$ cat src/rtl/mem_ctrl_pkg.sv
// Shared memory-control definitions: load size encodings, writeback FSM states
// and the load alignment rule.
package mem_ctrl_pkg;

  localparam logic [1:0] LD_BYTE = 2'b00;
  localparam logic [1:0] LD_HALF = 2'b01;
  localparam logic [1:0] LD_WORD = 2'b10;
  localparam logic [1:0] LD_FULL = 2'b11;

  localparam int unsigned CNT_W = 8;

  typedef enum logic [1:0] {
    IDLE     = 2'd0,
    WAIT_MEM = 2'd1,
    WB       = 2'd2
  } state_e;

  // Offset is zero-extended to 3 bits, so on a 32-bit bus a full load checks like a word load
  function automatic logic ld_misaligned(input logic [1:0] size, input logic [2:0] ofs);
    logic mis;
    mis = 1'b0;
    case (size)
      LD_HALF: mis = ofs[0];
      LD_WORD: mis = |ofs[1:0];
      LD_FULL: mis = |ofs;
      default: mis = 1'b0;
    endcase
    return mis;
  endfunction

endpackage

$ cat src/rtl/ld_extract.sv
// Field select from a RAM word plus sign/zero extension to the full data width.
module ld_extract
  import mem_ctrl_pkg::*;
#(
  parameter  int unsigned DATA_W = 32,
  localparam int unsigned OFS_W  = $clog2(DATA_W / 8)
) (
  input  logic [DATA_W-1:0] data,
  input  logic [1:0]        size,
  input  logic              sgn,
  input  logic [OFS_W-1:0]  ofs,
  output logic [DATA_W-1:0] result_c
);

  logic [DATA_W-1:0] shifted;
  logic [DATA_W-1:0] mask;
  logic              sign_bit;

  // Shift the addressed byte to bit 0, keep the field, fill the rest with sign or zeros
  always_comb begin
    shifted  = data >> {ofs, 3'b000};
    mask     = '1;
    sign_bit = shifted[DATA_W-1];
    case (size)
      LD_BYTE: begin
        mask     = DATA_W'(8'hFF);
        sign_bit = shifted[7];
      end
      LD_HALF: begin
        mask     = DATA_W'(16'hFFFF);
        sign_bit = shifted[15];
      end
      LD_WORD: begin
        mask     = DATA_W'(32'hFFFF_FFFF);
        sign_bit = shifted[31];
      end
      default: begin
        mask     = '1;
        sign_bit = shifted[DATA_W-1];
      end
    endcase
    result_c = (shifted & mask) | ((sgn && sign_bit) ? ~mask : '0);
  end

endmodule

$ cat src/rtl/ldr_wb_select.sv
// Writeback select: passes ALU results or waits on a variable-latency RAM
// response, extracts the load field and registers the result with error flag.
module ldr_wb_select
  import mem_ctrl_pkg::*;
#(
  parameter  int unsigned DATA_W  = 32,
  parameter  int unsigned TIMEOUT = 15,
  localparam int unsigned OFS_W   = $clog2(DATA_W / 8)
) (
  input  logic              clk,
  input  logic              reset,
  input  logic              op_valid,
  output logic              op_ready,
  input  logic              sel_mem,
  input  logic [1:0]        ld_size,
  input  logic              ld_signed,
  input  logic [OFS_W-1:0]  addr_lo,
  input  logic [DATA_W-1:0] alu_data,
  input  logic [DATA_W-1:0] ram_data,
  input  logic              ram_valid,
  output logic [DATA_W-1:0] wb_data,
  output logic              wb_valid,
  output logic              err
);

  localparam logic [CNT_W-1:0] CNT_LAST = CNT_W'(TIMEOUT - 1);

  state_e            state_q, state_d;
  logic [CNT_W-1:0]  cnt_q, cnt_d;
  logic [1:0]        size_q, size_d;
  logic              sgn_q, sgn_d;
  logic [OFS_W-1:0]  ofs_q, ofs_d;
  logic [DATA_W-1:0] wb_data_q, wb_data_d;
  logic              wb_valid_q, wb_valid_d;
  logic              err_q, err_d;
  logic [DATA_W-1:0] ext_data_c;
  logic              accept_c;

  ld_extract #(.DATA_W(DATA_W)) u_ld_extract (
    .data     (ram_data),
    .size     (size_q),
    .sgn      (sgn_q),
    .ofs      (ofs_q),
    .result_c (ext_data_c)
  );

  assign op_ready = (state_q != WAIT_MEM);
  assign accept_c = op_valid && op_ready;
  assign wb_data  = wb_data_q;
  assign wb_valid = wb_valid_q;
  assign err      = err_q;

  // Next-state, timeout counter and writeback values
  always_comb begin
    state_d    = state_q;
    cnt_d      = cnt_q;
    size_d     = size_q;
    sgn_d      = sgn_q;
    ofs_d      = ofs_q;
    wb_data_d  = wb_data_q;
    wb_valid_d = 1'b0;
    err_d      = 1'b0;
    case (state_q)
      WAIT_MEM: begin
        if (ram_valid) begin
          wb_data_d  = ext_data_c;
          wb_valid_d = 1'b1;
          state_d    = WB;
        end else if (cnt_q == CNT_LAST) begin
          wb_data_d  = '0;
          wb_valid_d = 1'b1;
          err_d      = 1'b1;
          state_d    = WB;
        end else begin
          cnt_d = cnt_q + CNT_W'(1);
        end
      end
      default: begin
        state_d = IDLE;
        if (accept_c) begin
          if (!sel_mem) begin
            wb_data_d  = alu_data;
            wb_valid_d = 1'b1;
            state_d    = WB;
          end else begin
            size_d = ld_size;
            sgn_d  = ld_signed;
            ofs_d  = addr_lo;
            if (ld_misaligned(ld_size, 3'(addr_lo))) begin
              wb_data_d  = '0;
              wb_valid_d = 1'b1;
              err_d      = 1'b1;
              state_d    = WB;
            end else begin
              cnt_d   = '0;
              state_d = WAIT_MEM;
            end
          end
        end
      end
    endcase
  end

  // State and output registers with synchronous reset
  always_ff @(posedge clk) begin
    if (reset) begin
      state_q    <= IDLE;
      cnt_q      <= '0;
      size_q     <= LD_BYTE;
      sgn_q      <= 1'b0;
      ofs_q      <= '0;
      wb_data_q  <= '0;
      wb_valid_q <= 1'b0;
      err_q      <= 1'b0;
    end else begin
      state_q    <= state_d;
      cnt_q      <= cnt_d;
      size_q     <= size_d;
      sgn_q      <= sgn_d;
      ofs_q      <= ofs_d;
      wb_data_q  <= wb_data_d;
      wb_valid_q <= wb_valid_d;
      err_q      <= err_d;
    end
  end

endmodule

$ cat config.mk
export PLATFORM = sky130hd
export DESIGN_NAME = ldr_wb_select
export DESIGN_NICKNAME = d
export VERILOG_FILES = /design/src/rtl/mem_ctrl_pkg.sv /design/src/rtl/ld_extract.sv /design/src/rtl/ldr_wb_select.sv
export SDC_FILE = /design/constraint.sdc
export NUM_CORES = 1
export LEC_CHECK = 0
export CAP_MARGIN = 25
export CORE_MARGIN = 1
export CORE_UTILIZATION = 35
export CTS_CLUSTER_SIZE = 10
export DETAILED_ROUTE_END_ITERATION = 6
export GPL_TIMING_DRIVEN = 0
export PLACE_DENSITY = 0.74
export SYNTH_ARGS = -nofsm -noshare
export SYNTH_HDL_FRONTEND = slang
export SYNTH_HIERARCHICAL = 1
export SYNTH_SLANG_ARGS = --single-unit
$ cat constraint.sdc
create_clock -name clk -period 2.3 [get_ports clk]
set_input_delay 0.575 -clock clk [delete_from_list [all_inputs] [get_ports clk]]
set_output_delay 0.575 -clock clk [all_outputs]
set_load 0.05 [all_outputs]
==> results.py, run 1 <==
metrics = {
    "critical_path": {
        "r2r_cells": 7,
        "path_cells": "clkdlybuf4s50_1 > mux2_2 > a21oi_4 > buf_4 > o211ai_2 > a221oi_1 > nor3_1",
        "slowest_delay_ns": 0.48,
        "end_kind": "flop",
        "startpoint": "ram_data[31]",
        "crit_path_end": "wb_data[30]",
        "r2r_slack_ns": 0.20,
        "worstPathRequired_ns": 2.49,
        "rr_startpoint": "cnt_q[0]",
        "path_class": "input port to flop",
        "worstPathMaxFanout": 10,
        "r2r-end": "wb_data[20]",
        "crit_path_top_delay_cell": "clkdlybuf4s50_1",
        "start_kind": "input port",
        "arrival_ns": 2.37,
    },
    "place": {
        "port_buffers": 108,
        "placed_cell_area_mm2": 0.004249,
        "hpwl_mm": 7.213,
        "place.gp.congestion": 0.8408,
    },
    "clock_tree": {
        "htreeDepth": 2,
        "clockRootBuffer": "clkbuf_8",
        "clock_latency_ns": 0.31,
        "cts_made_buffers": 5,
        "clk_pin_slew_ns": 0.09,
        "cts_tree": "built",
        "ctsHoldBuffers": 0,
        "clockBufferDepth": 2,
        "clock_sinks": 49,
    },
    "drt": {
        "drt_iter0_drc": 167,
        "dr.pass1.iters": 5,
        "post-route-drc-count": 0,
        "wl_per_cell_um": 16.37,
        "via_count": 3097,
        "viasPerCell": 5.491,
        "antenna_left": 0,
        "drt_wl_total_mm": 9.231,
    },
    "yosys": {
        "synth_nets": 419,
        "synth_cells": 343,
        "seq_area_frac_synth_pct": 32.30,
        "ys_ff_latch": 49,
        "yosysWarnings": 6,
        "async_flop_share_pct": 0,
        "synth_area_mm2": 0.003037,
        "synthFlopType": "dfxtp_1",
        "ys_types": 50,
        "syn_avg_cell_area_um2": 8.853,
        "synth_edf_count": 0,
    },
    "timing": {
        "tightest_slew_ns": 0.6987,
        "period_needed_ns": 2.184,
        "fin_hold_ws_ns": 0.4676,
        "max-slew-margin-rel_pct": 53.25,
        "fmax_mhz": 457.9,
        "rsz0062_at_grt": "false",
        "fin_skew_ns": 0.01210,
        "slew_viol_final": 0,
        "setup_violations": 0,
        "hold_viol_final": 0,
        "timing.final.crit_share_pct": 94.94,
    },
    "finish": {
        "final_area_mm2": 0.004393,
        "antenna_cells": 0,
        "drive_above_1_share_pct": 12.20,
        "nets": 534,
        "most-common-layout-cells": "clkdlybuf4s50_1, dfxtp_1, a22oi_1",
        "layout_commonest_cell": "clkdlybuf4s50_1",
        "syn2layout_area_growth_pct": 44.66,
    },
    "global_routing": {
        "grt_max_degree": 16,
        "grt_overflow_total": 0,
        "grt_use_total_pct": 20.15,
        "antenna_found_initial": 0,
        "grt_pass1_wl_mm": 14.11,
        "grt_pass1_vias": 2860,
    },
    "floorplanning": {
        "initial_utilization_pct": 36.59,
        "fp.coreArea_mm2": 0.008299,
        "die_y_um": 95.15,
        "rows": 33,
        "num_io_pins": 109,
        "die_area_mm2": 0.009053,
        "die_w_um": 95.15,
    },
    "pwr": {
        "vdd_drop_max_mv": 0.2521,
        "leakage_uw": 0.001539,
        "powerDensity_mw_per_mm2": 522.8,
    },
    "status": {
        "status": "completed",
    },
    "hold_path": {
        "min_path_type": "flop to flop",
    },
    "flow_run": {
        "cap_viol_max_count": 0,
    },
}
-- repair_timing --
| action | 4_1_cts | 5_1_grt |
|---|---|---|
| buffers inserted | 0 | 0 |
| hold endpoints to repair | 0 | 0 |
| resized for setup | 1 | 2 |
| endpoints found under the setup margin | 1 | 31 |
-- cell type report --
cell class,count,area [µm²]
Buffer,30,151.4
Clock buffer,5,68.82
Clock inverter,3,65.06
Fill cell,798,3906
Inverter,9,33.78
Multi-Input combinational cell,255,1882
Sequential cell,49,980.9
Tap cell,105,131.4
Timing Repair Buffer,108,1080
-- layer usage --
layer	track usage, %	wire (µm)	vias to the layer above
met5	0	0	-
li1	-	-	1537
met2	33.10	4501	92
met4	4.798	71	0
met3	2.951	456	6
met1	27.59	4202	1462
-- how the worst min path moves through the flow --
| stage | start | end | slack [ns] | depth (start not counted) |
|---|---|---|---|---|
| 6_report | wb_data[13] | wb_data[13] | 0.47 | 1 |
| 4_1_cts | wb_data[23] | wb_data[23] | 0.47 | 1 |
| 3_5_place_dp | wb_data[29] | wb_data[29] | 0.45 | 1 |
| 5_1_grt | wb_data[22] | wb_data[22] | 0.49 | 1 |
| 2_1_floorplan | cnt_q[7] | cnt_q[7] | 0.45 | 2 |
| 3_3_place_gp | wb_data[18] | wb_data[18] | 0.45 | 1 |
-- flip-flops by register name, summed over array words and instances (netlist names) --
name / flops
err: 1
wb_valid: 1
wb_data: 32
sgn_q: 1
size_q: 2
state_q: 2
cnt_q: 8
ofs_q: 2
-- through the flow --
stage	power (µW)	utilization [%]	setup slack, ns	setup TNS [ns]	cells
3_5_place_dp	1583	51.20	-0.2815	-3.489	556
4_1_cts	2312	52.80	0.04123	0	564
5_1_grt	2398	52.93	0.003471	0	564
2_1_floorplan	1305	-	0.4636	0	343
3_3_place_gp	1575	51.20	-0.2490	-2.631	556
6_report	2297	52.93	0.1163	0	564
-- worst max-delay path, delay by kind of cell --
family          cells  cell delay [ns]
buf+inv             2             0.74
compound gates      3             0.63
simple gates        1             0.07
mux                 1             0.35
-- cell usage after synthesis, drive strengths merged (2+ instances only) --
cell type  instances  share of area, %
a2111o             2              0.74
a211o              3              0.87
a211oi             7               1.7
a21boi             8               2.0
a21oi             26               4.4
a22oi             32               7.9
and2               5               1.0
and3               2              0.41
buf               18               3.5
clkbuf            12               1.5
dfxtp             49                32
ha                 2              0.82
inv                9               1.1
mux2               9               3.3
mux2i             18               5.9
nand2             27               3.3
nand2b             7               1.4
nand3              6              0.99
nand4              5               1.0
nor2               9               1.1
nor2b             11               2.5
nor3b              2              0.66
o2111ai            2              0.58
o211ai            17               5.9
o21ai              3              0.49
o221ai             2              0.78
o2bb2ai           31               8.9
or2                7               1.4
-- power breakdown --
part	internal (µW)	total [µW]	switching [µW]
Combinational	297	661	364
Sequential	887	912	25.3
Clock	432	724	292
Total	1620	2300	681
-- logic make-up (layout without fill, tap and decap cells) --
logic type | count (synthesis) | in the layout | synth area share [%]
AO/OA/AOI/OAI | 138 | 138 | 35.64
XOR/XNOR | 1 | 1 | 0.2885
adder cells (fa/ha/maj) | 2 | 2 | 0.8239
buffers and inverters | 39 | 155 | 6.098
flip-flops | 49 | 49 | 32.30
multiplexers | 27 | 27 | 9.271
AND/OR/NAND/NOR | 87 | 87 | 15.57
(Power assumes the default switching activity.)
==> run 2, diff against run 1 <==
--- a/config.mk
+++ b/config.mk
@@ -10,6 +10,7 @@
 export CORE_UTILIZATION = 35
 export CTS_CLUSTER_SIZE = 10
 export DETAILED_ROUTE_END_ITERATION = 6
+export GPL_ROUTABILITY_DRIVEN = 0
 export GPL_TIMING_DRIVEN = 0
 export PLACE_DENSITY = 0.74
 export SYNTH_ARGS = -nofsm -noshare
==> results of run 2 <==
The final DEF is identical to that of run 1; final timing and power are the same.
==> run 3, diff against run 2 <==
--- a/config.mk
+++ b/config.mk
@@ -7,12 +7,12 @@
 export LEC_CHECK = 0
 export CAP_MARGIN = 25
 export CORE_MARGIN = 1
-export CORE_UTILIZATION = 35
+export CORE_UTILIZATION = 33
 export CTS_CLUSTER_SIZE = 10
 export DETAILED_ROUTE_END_ITERATION = 6
 export GPL_ROUTABILITY_DRIVEN = 0
 export GPL_TIMING_DRIVEN = 0
-export PLACE_DENSITY = 0.74
+export PLACE_DENSITY = 0.71
 export SYNTH_ARGS = -nofsm -noshare
 export SYNTH_HDL_FRONTEND = slang
 export SYNTH_HIERARCHICAL = 1
==> run 3 against run 2 <==
Against the previous run:
- the run now ends with design-rule violations left
- combinational power is essentially flat
- design area shrank 0.23%
- clock skew grew 0.00056 ns
- largest power group unchanged
- highest routed layer unchanged
==> results.py, run 3 (same netlist as run 1, synthesis figures left out) <==
metrics = {
    "pwr": {
        "leakage_uw": 0.001528,
        "vdd_drop_max_mv": 0.3631,
        "power.internal_uw": 1538,
        "seq_power_share_pct": 40.9,
        "sw_frac_of_total_pct": 31.13,
        "clockPowerShare_pct": 29.5,
        "switching_power_uw": 695.2,
        "powerDensity_mw_per_mm2": 509.5,
        "combPwrFrac_pct": 29.6,
    },
    "clock_tree": {
        "clock_latency_ns": 0.31,
        "cts_made_buffers": 5,
        "clock_sinks": 49,
        "clockRootBuffer": "clkbuf_8",
        "clockBufferDepth": 2,
        "postCtsSetupRepairBufs": 0,
        "htreeDepth": 2,
        "clk_pin_slew_ns": 0.10,
        "cts_tree": "built",
    },
    "critical_path": {
        "crit_path_end": "wb_data[30]",
        "arrival_ns": 2.34,
        "start_kind": "input port",
        "r2r_cells": 7,
        "r2r_slack_ns": 0.15,
        "worstPathMaxFanout": 10,
        "r2r-end": "wb_data[4]",
        "path_class": "input port to flop",
        "startpoint": "ram_data[31]",
        "rr_startpoint": "cnt_q[0]",
        "end_kind": "flop",
        "worstPathRequired_ns": 2.48,
    },
    "place": {
        "dp.cells": 559,
        "hpwl_mm": 7.620,
        "port_buffers": 108,
    },
    "timing": {
        "fmax_mhz": 463.8,
        "fin_skew_ns": 0.01266,
        "slew_viol_final": 0,
        "timing.final.crit_share_pct": 93.74,
        "max-slew-margin-rel_pct": 58.19,
        "period_needed_ns": 2.156,
        "hold_viol_final": 0,
        "tightest_slew_ns": 0.6249,
        "setup_violations": 0,
        "rsz0062_at_grt": "false",
    },
    "finish": {
        "stdcell_count": 567,
        "multiInputGateArea_mm2": 0.001882,
        "most-common-layout-cells": "clkdlybuf4s50_1, dfxtp_1, a22oi_1",
        "largest_register_ffs": 32,
        "antenna_cells": 0,
        "fin_util_pct": 49.77,
        "seqCellArea_um2": 980.9,
        "fillerInstances": 832,
        "syn2layout_area_growth_pct": 44.33,
        "layout_commonest_cell": "clkdlybuf4s50_1",
        "drive_above_1_share_pct": 12.20,
        "nets": 534,
    },
    "global_routing": {
        "antenna_found_initial": 0,
        "grt_pass1_vias": 3123,
        "grt_overflow_total": 0,
        "grt_max_degree": 16,
        "grt_pass1_wl_mm": 15.65,
        "grt_use_total_pct": 20.32,
    },
    "status": {
        "status": "finished with violations",
        "failed_checks": "design-rule violations",
    },
    "floorplanning": {
        "fp.coreArea_mm2": 0.008806,
        "initial_utilization_pct": 34.48,
        "die_y_um": 97.93,
        "rows": 34,
        "num_io_pins": 109,
        "die_area_mm2": 0.009589,
        "die_w_um": 97.93,
    },
    "drt": {
        "viasPerCell": 5.513,
        "via_count": 3126,
        "dr.pass1.iters": 7,
        "wl_per_cell_um": 17.21,
        "post-route-drc-count": 5,
        "antenna_left": 0,
        "drt_iter0_drc": 166,
        "drt_wl_total_mm": 9.759,
    },
    "flow_run": {
        "cap_viol_max_count": 0,
    },
    "hold_path": {
        "min_path_type": "flop to flop",
    },
}
## run 3: cell count changes in the layout (fill, tap and decap cells not counted), sizes merged
| cell | delta |
|---|---|
| clkinv | -1 |
| clkbuf | +1 |
| bufinv | -1 |
| clkinvlp | +1 |
## run 3: layout make-up
class / count / share of cell area [%]
Clock buffer: 6 / 1.884
Multi-Input combinational cell: 255 / 42.93
Buffer: 30 / 3.454
Tap cell: 108 / 3.083
Inverter: 9 / 0.7708
Sequential cell: 49 / 22.38
Timing Repair Buffer: 108 / 24.64
Clock inverter: 2 / 0.8564
## run 3: repair_timing
action	in CTS	in global routing
resized for setup	2	1
hold buffers	0	0
gates cloned	0	0
endpoints found under the setup margin	11	1
endpoints found under the hold margin	0	0
## run 3: worst min path at each step
stage                start  slack, ns     endpoint  depth (start not counted)
4_1_cts        wb_data[12]       0.48  wb_data[12]                          1
3_5_place_dp    wb_data[9]       0.45   wb_data[9]                          1
3_3_place_gp    wb_data[8]       0.45   wb_data[8]                          1
6_report       wb_data[12]       0.48  wb_data[12]                          1
5_1_grt        wb_data[24]       0.49  wb_data[24]                          1
2_1_floorplan     cnt_q[7]       0.45     cnt_q[7]                          2
## run 3: per-layer routing
metal	share of wire, %	global-route usage (%)	wire, µm
met2	48	33.59	4659
met5	0	0	0
met1	44	26.27	4301
met4	1.7	5.944	167
met3	6.5	4.724	630
## run 3: power groups by stage
| stage | sequential (µW) | clock [µW] | combinational [µW] |
|---|---|---|---|
| final | 913 | 659 | 661 |
| after global routing | 918 | 716 | 705 |
| after CTS | 913 | 680 | 657 |
| after detailed placement | 932 | 0 | 652 |
| after global placement | 932 | 0 | 644 |
| after floorplan | 1040 | 0 | 268 |
## run 3: per-stage QoR
step / area [µm²] / total power [µW] / setup WS, ns / hold slack [ns] / setup TNS (ns)
global route: 4383 / 2339 / 0.04668 / 0.4937 / 0
CTS: 4375 / 2250 / 0.05949 / 0.4792 / 0
floorplan: 3037 / 1305 / 0.4636 / 0.4529 / 0
finish: 4383 / 2233 / 0.1440 / 0.4760 / 0
detailed placement: 4253 / 1584 / -0.2685 / 0.4487 / -5.814
global placement: 4253 / 1576 / -0.2228 / 0.4495 / -5.959
## run 3: critical path, stage by stage
cell	delay, ns
clkdlybuf4s50_1	0.48
mux2_2	0.34
a21oi_4	0.23
buf_4	0.25
o211ai_2	0.09
a221oi_1	0.30
nor3_1	0.08
